===== config.mk =====
export PLATFORM = sky130hd
export DESIGN_NAME = esc_pwm_array
export DESIGN_NICKNAME = d
export VERILOG_FILES = /design/src/rtl/esc_pwm_array.sv
export SDC_FILE = /design/constraint.sdc
export NUM_CORES = 1
export LEC_CHECK = 0
export CAP_MARGIN = 20
export CORE_ASPECT_RATIO = 1.5
export CORE_MARGIN = 1.5
export CORE_UTILIZATION = 52
export CTS_BUF_LIST = sky130_fd_sc_hd__clkbuf_8
export DETAILED_ROUTE_END_ITERATION = 8
export GPL_ROUTABILITY_DRIVEN = 0
export PLACE_DENSITY = 0.69
export SETUP_SLACK_MARGIN = 0.05
export SYNTH_ARGS = -nofsm -noshare
export SYNTH_HDL_FRONTEND = slang
export SYNTH_SLANG_ARGS = --single-unit

===== constraint.sdc =====
create_clock -name clk -period 4.6 [get_ports clk]
set_clock_uncertainty 0.15 [all_clocks]
set_input_delay 0.69 -clock clk [delete_from_list [all_inputs] [get_ports clk]]
set_output_delay 0.69 -clock clk [all_outputs]
set_load 0.05 [all_outputs]

===== src/rtl/esc_pwm_array.sv =====
// N-channel ESC pulse generator with a shared frame counter, an arming sequence
// and a per-frame slew-rate limit on the applied speed of every channel.
module esc_pwm_array #(
  parameter int unsigned NUM_CH     = 4,
  parameter int unsigned SPD_W      = 11,
  parameter int unsigned FRAME_W    = 20,
  parameter int unsigned OFFSET     = 544,
  parameter int unsigned SCALE_SH   = 4,
  parameter int unsigned SLEW       = 64,
  parameter int unsigned ARM_FRAMES = 50
) (
  input  logic                      clk,
  input  logic                      rst,
  input  logic [NUM_CH*SPD_W-1:0]   spd,
  input  logic                      motors_off,
  output logic [NUM_CH-1:0]         pwm,
  output logic                      armed,
  output logic                      frame_tick
);

  // Arming counter must hold ARM_FRAMES and never be zero width.
  localparam int unsigned ARM_W = $clog2(ARM_FRAMES + 2);

  typedef enum logic [1:0] {
    ST_DISARMED = 2'd0,
    ST_ARMING   = 2'd1,
    ST_ARMED    = 2'd2
  } state_e;

  state_e             state_q, state_d;
  logic [FRAME_W-1:0] fcnt_q, fcnt_d;
  logic [ARM_W-1:0]   arm_cnt_q, arm_cnt_d, arm_cnt_inc;
  logic [SPD_W-1:0]   app_q [NUM_CH];
  logic [SPD_W-1:0]   app_d [NUM_CH];
  logic [NUM_CH-1:0]  pwm_q, pwm_d;
  logic               armed_q, armed_d;
  logic               frame_tick_q, frame_tick_d;
  logic               boundary;

  // One slew-limited step of the applied speed towards the sampled target.
  function automatic logic [SPD_W-1:0] slew_step(input logic [SPD_W-1:0] cur,
                                                 input logic [SPD_W-1:0] tgt);
    logic [SPD_W-1:0] diff;
    diff      = '0;
    slew_step = tgt;
    if (SLEW != 0) begin
      if (tgt > cur) begin
        diff = tgt - cur;
        if (32'(diff) > SLEW) slew_step = cur + SPD_W'(SLEW);
      end else begin
        diff = cur - tgt;
        if (32'(diff) > SLEW) slew_step = cur - SPD_W'(SLEW);
      end
    end
  endfunction

  // Pulse length in clocks for a given applied speed.
  function automatic logic [FRAME_W-1:0] len_of(input logic [SPD_W-1:0] app);
    len_of = (FRAME_W'(app) + FRAME_W'(OFFSET)) << SCALE_SH;
  endfunction

  // Next-state: frame counter, arming FSM, slew update at the boundary, outputs.
  always_comb begin
    fcnt_d       = fcnt_q + FRAME_W'(1);
    state_d      = state_q;
    arm_cnt_d    = arm_cnt_q;
    app_d        = app_q;
    boundary     = (fcnt_q == '1);
    arm_cnt_inc  = arm_cnt_q + ARM_W'(1);
    frame_tick_d = (fcnt_q == '0);
    pwm_d        = '0;

    if (motors_off) begin
      state_d   = ST_DISARMED;
      arm_cnt_d = '0;
      for (int i = 0; i < int'(NUM_CH); i++) app_d[i] = '0;
    end else if (boundary) begin
      case (state_q)
        ST_DISARMED: begin
          state_d   = ST_ARMING;
          arm_cnt_d = '0;
          for (int i = 0; i < int'(NUM_CH); i++) app_d[i] = '0;
        end
        ST_ARMING: begin
          arm_cnt_d = arm_cnt_inc;
          if (32'(arm_cnt_inc) >= ARM_FRAMES) begin
            state_d = ST_ARMED;
            for (int i = 0; i < int'(NUM_CH); i++)
              app_d[i] = slew_step('0, spd[i*SPD_W +: SPD_W]);
          end
        end
        ST_ARMED: begin
          for (int i = 0; i < int'(NUM_CH); i++)
            app_d[i] = slew_step(app_q[i], spd[i*SPD_W +: SPD_W]);
        end
        default: begin
          state_d   = ST_DISARMED;
          arm_cnt_d = '0;
          for (int i = 0; i < int'(NUM_CH); i++) app_d[i] = '0;
        end
      endcase
    end

    armed_d = (state_d == ST_ARMED);
    for (int i = 0; i < int'(NUM_CH); i++)
      pwm_d[i] = (state_d != ST_DISARMED) && (fcnt_q < len_of(app_d[i]));
  end

  // State and output registers; reset clears outputs asynchronously.
  always_ff @(posedge clk or posedge rst) begin
    if (rst) begin
      fcnt_q       <= '0;
      state_q      <= ST_DISARMED;
      arm_cnt_q    <= '0;
      for (int i = 0; i < int'(NUM_CH); i++) app_q[i] <= '0;
      pwm_q        <= '0;
      armed_q      <= 1'b0;
      frame_tick_q <= 1'b0;
    end else begin
      fcnt_q       <= fcnt_d;
      state_q      <= state_d;
      arm_cnt_q    <= arm_cnt_d;
      app_q        <= app_d;
      pwm_q        <= pwm_d;
      armed_q      <= armed_d;
      frame_tick_q <= frame_tick_d;
    end
  end

  assign pwm        = pwm_q;
  assign armed      = armed_q;
  assign frame_tick = frame_tick_q;

endmodule


==> flow_metrics.tcl <==
set metrics [dict create \
    ir_drop_v 0.000193 \
    final_cell_mix "429 x buf_4, 101 x nand2_1, 88 x inv_1" \
    synth_edf_count 0 \
    wirelength_mm 43.5 \
    synth-seq-cells 78 \
    final_antenna_net_count 0 \
    grt_pass1_wl_mm 66.5 \
    gr-usage-all-layers_pct 38.6 \
    row_count 64 \
    cts_tree "done" \
    post-place-ws_ns -1.22 \
    r2r_setup_slack_ns -0.20 \
    synth_top_cell_by_area "dfrtp_1" \
    core_um2 20300 \
    syn_area_um2 10700 \
    cts_max_path_buffers 2 \
    arrival_ns 5.04 \
    fin_ws_ns -0.304 \
    clock.fmax_mhz 204 \
    cp-end-kind "register" \
    crit_fanout 8 \
    syn_nets 1562 \
    hold_viol_final 0 \
    synth-seq-area-share_pct 18.2 \
    ys.warnings.count 0 \
    synth_cell_types 96 \
    rsz0062_at_grt "yes" \
    crit_buf_inv 3 \
    htree_levels 3 \
    port_buffers 52 \
    cts_root_buf "clkbuf_8" \
    p_leak_nw 7.37 \
    final_max_slew_viol_count 0 \
    clock_sinks 78 \
    synth-main-ff-cell "dfrtp_1" \
    synth_area_leaders "dfrtp_1 18%, ha_1 17%, a21oi_1 4.9%" \
    violations "setup timing" \
    yosysTopAreaCellShare_pct 18.2 \
    hp-class "reg2reg" \
    layout_commonest_cell "buf_4" \
    routedWlPerCell_um 20.8 \
    io_pins 53 \
    synthArstFlopShare_pct 100 \
    status "finished, violations left" \
    vias 13400 \
    drive_above_1_share_pct 41.7 \
    stdcell_count 2094 \
    cts_made_buffers 9 \
    powerDensity_nw_per_um2 127 \
    required_ns 4.74 \
    fin_crit_ns 4.90 \
    start_util_pct 52.8 \
    grt_max_degree 41 \
    critPathTopFamily "compound AO/OA/AOI/OAI gates" \
    fillers 1236 \
    crit_chain "clkdlybuf4s50_1 -> inv_1 -> ha_4 -> buf_6 -> nand2_1 -> o21ai_1 -> a21oi_1 -> o211a_1 -> or4_4 -> mux2i_2 -> o22ai_2 -> o211ai_4 -> nor2_2 -> xor2_1 -> ha_1 -> a21o_1 -> a21o_1 -> a221oi_2 -> o21ai_1 -> a311oi_1" \
    hpwl_mm 28.8 \
    period_share_pct 107 \
    setup_tns_ns -0.771 \
    critical_path.slowest_cell "or4_4" \
    vias_per_cell 6.41 \
    clk_pin_slew_worst_paths_ns 0.10 \
    grt-ovfl-total 0 \
    nets 2020 \
    drtIter0Drc 1129 \
    drcViolationCount 0 \
    clk_latency_ns 0.38 \
    slew_headroom_pct 35.1 \
    crit_end "pwm[1]$_DFF_PP0_" \
    antenna_cells 0 \
    die_x_um 120 \
    reg2reg_depth 21 \
    area_growth_syn_to_layout_pct 54.5 \
    worstMarginPinSlew_ns 0.963 \
    r2r_start "app_q[33]$_DFF_PP0_" \
    path_class "in2reg" \
    crit_start "spd[19]" \
    finalSetupViolCount 4 \
    regToRegEndpoint "pwm[0]$_DFF_PP0_" \
    cp-start-kind "input port" \
    critPathMaxStageDelay_ns 0.61 \
    grt_pass1_vias 14000 \
    whs_ns 0.362 \
    chipHeight_um 179 \
    dr.pass1.iters 6 \
    critical_path_depth 20 \
    antenna_found_initial 0 \
    placed_cells 1997 \
    die_area_um2 21500 \
    syn_avg_cell_area_um2 7.86 \
    drv_cap 0 \
    synth_cells 1367 \
    final_core_util_pct 81.6 \
]
-- per-layer routing --
metal	vias up	track usage [%]	share of wire (%)
met5	-	0	0
met4	0	29.3	8.6
met3	327	6.90	6.1
met2	766	71.0	50
met1	6378	38.2	35
li1	5943	-	-
-- kinds of logic after synthesis --
logic type               share of synthesized area, %
AO/OA/AOI/OAI                                    27.6
XOR/XNOR                                         6.69
adder cells (fa/ha/maj)                          17.5
buffers and inverters                            6.71
flip-flops                                       18.2
multiplexers                                     1.32
AND/OR/NAND/NOR                                  22.0
-- per-stage QoR --
step                      power, mW  instance area (µm²)
after floorplan               0.993                10900
after global placement         1.27                14200
after detailed placement       1.28                14200
after CTS                      2.05                16300
after global routing           2.18                16600
final                          2.11                16600
-- cells in the mapped netlist (24+ instances only) --
cell type  number
inv_1         121
nor3_1         33
o21ai_0        52
xnor2_1        51
nand4_1        27
ha_1          144
a21o_1         49
nand3_1        58
o21a_1         24
nand2_1       108
nor2_1         86
dfrtp_1        78
a21oi_1       105
xor2_1         31
-- state kept, by name (all words and copies together) (netlist names) --
| register | count |
|---|---|
| pwm | 4 |
| fcnt_q | 20 |
| app_q | 44 |
| frame_tick | 1 |
| arm_cnt_q | 6 |
| state_q | 2 |
| armed | 1 |
-- layout make-up --
cell class / count / area [µm²] / share of cell area (%)
inverters: 121 / 470 / 2.83
repair buffers: 496 / 3860 / 23.3
well taps: 264 / 330 / 1.99
multi-input cells: 1119 / 9730 / 58.7
clock buffers: 10 / 138 / 0.829
clock inverters: 6 / 110 / 0.663
flip-flops and latches: 78 / 1950 / 11.8
-- timing repair --
| item | CTS | global route |
|---|---|---|
| setup endpoints to repair | 4 | 4 |
| pin swaps | 166 | 43 |
| gates resized for setup | 345 | 47 |
| setup buffers | 73 | 8 |
| hold buffers | 0 | 0 |
| gates cloned | 1 | 0 |
-- report_power, final --
part / switching, mW / leakage [nW] / total [mW] / internal, mW
Clock: 0.290 / 0.124 / 0.665 / 0.375
Sequential: 0.000000000000000830 / 1.08 / 0.685 / 0.685
Combinational: 0.394 / 6.17 / 0.760 / 0.366
Total: 0.684 / 7.37 / 2.11 / 1.43
-- how the worst min path moves through the flow --
stage                         start                    to  slack [ns]  cells after the start
6_report       fcnt_q[16]$_DFF_PP0_  fcnt_q[16]$_DFF_PP0_        0.36                      1
5_1_grt         fcnt_q[0]$_DFF_PP0_   fcnt_q[0]$_DFF_PP0_        0.39                      1
4_1_cts        fcnt_q[16]$_DFF_PP0_  fcnt_q[16]$_DFF_PP0_        0.36                      1
3_5_place_dp   fcnt_q[16]$_DFF_PP0_  fcnt_q[16]$_DFF_PP0_        0.35                      1
3_3_place_gp    fcnt_q[0]$_DFF_PP0_   fcnt_q[0]$_DFF_PP0_        0.34                      1
2_1_floorplan   fcnt_q[0]$_DFF_PP0_   fcnt_q[0]$_DFF_PP0_        0.31                      1
Power figures use the tool's default switching activity.
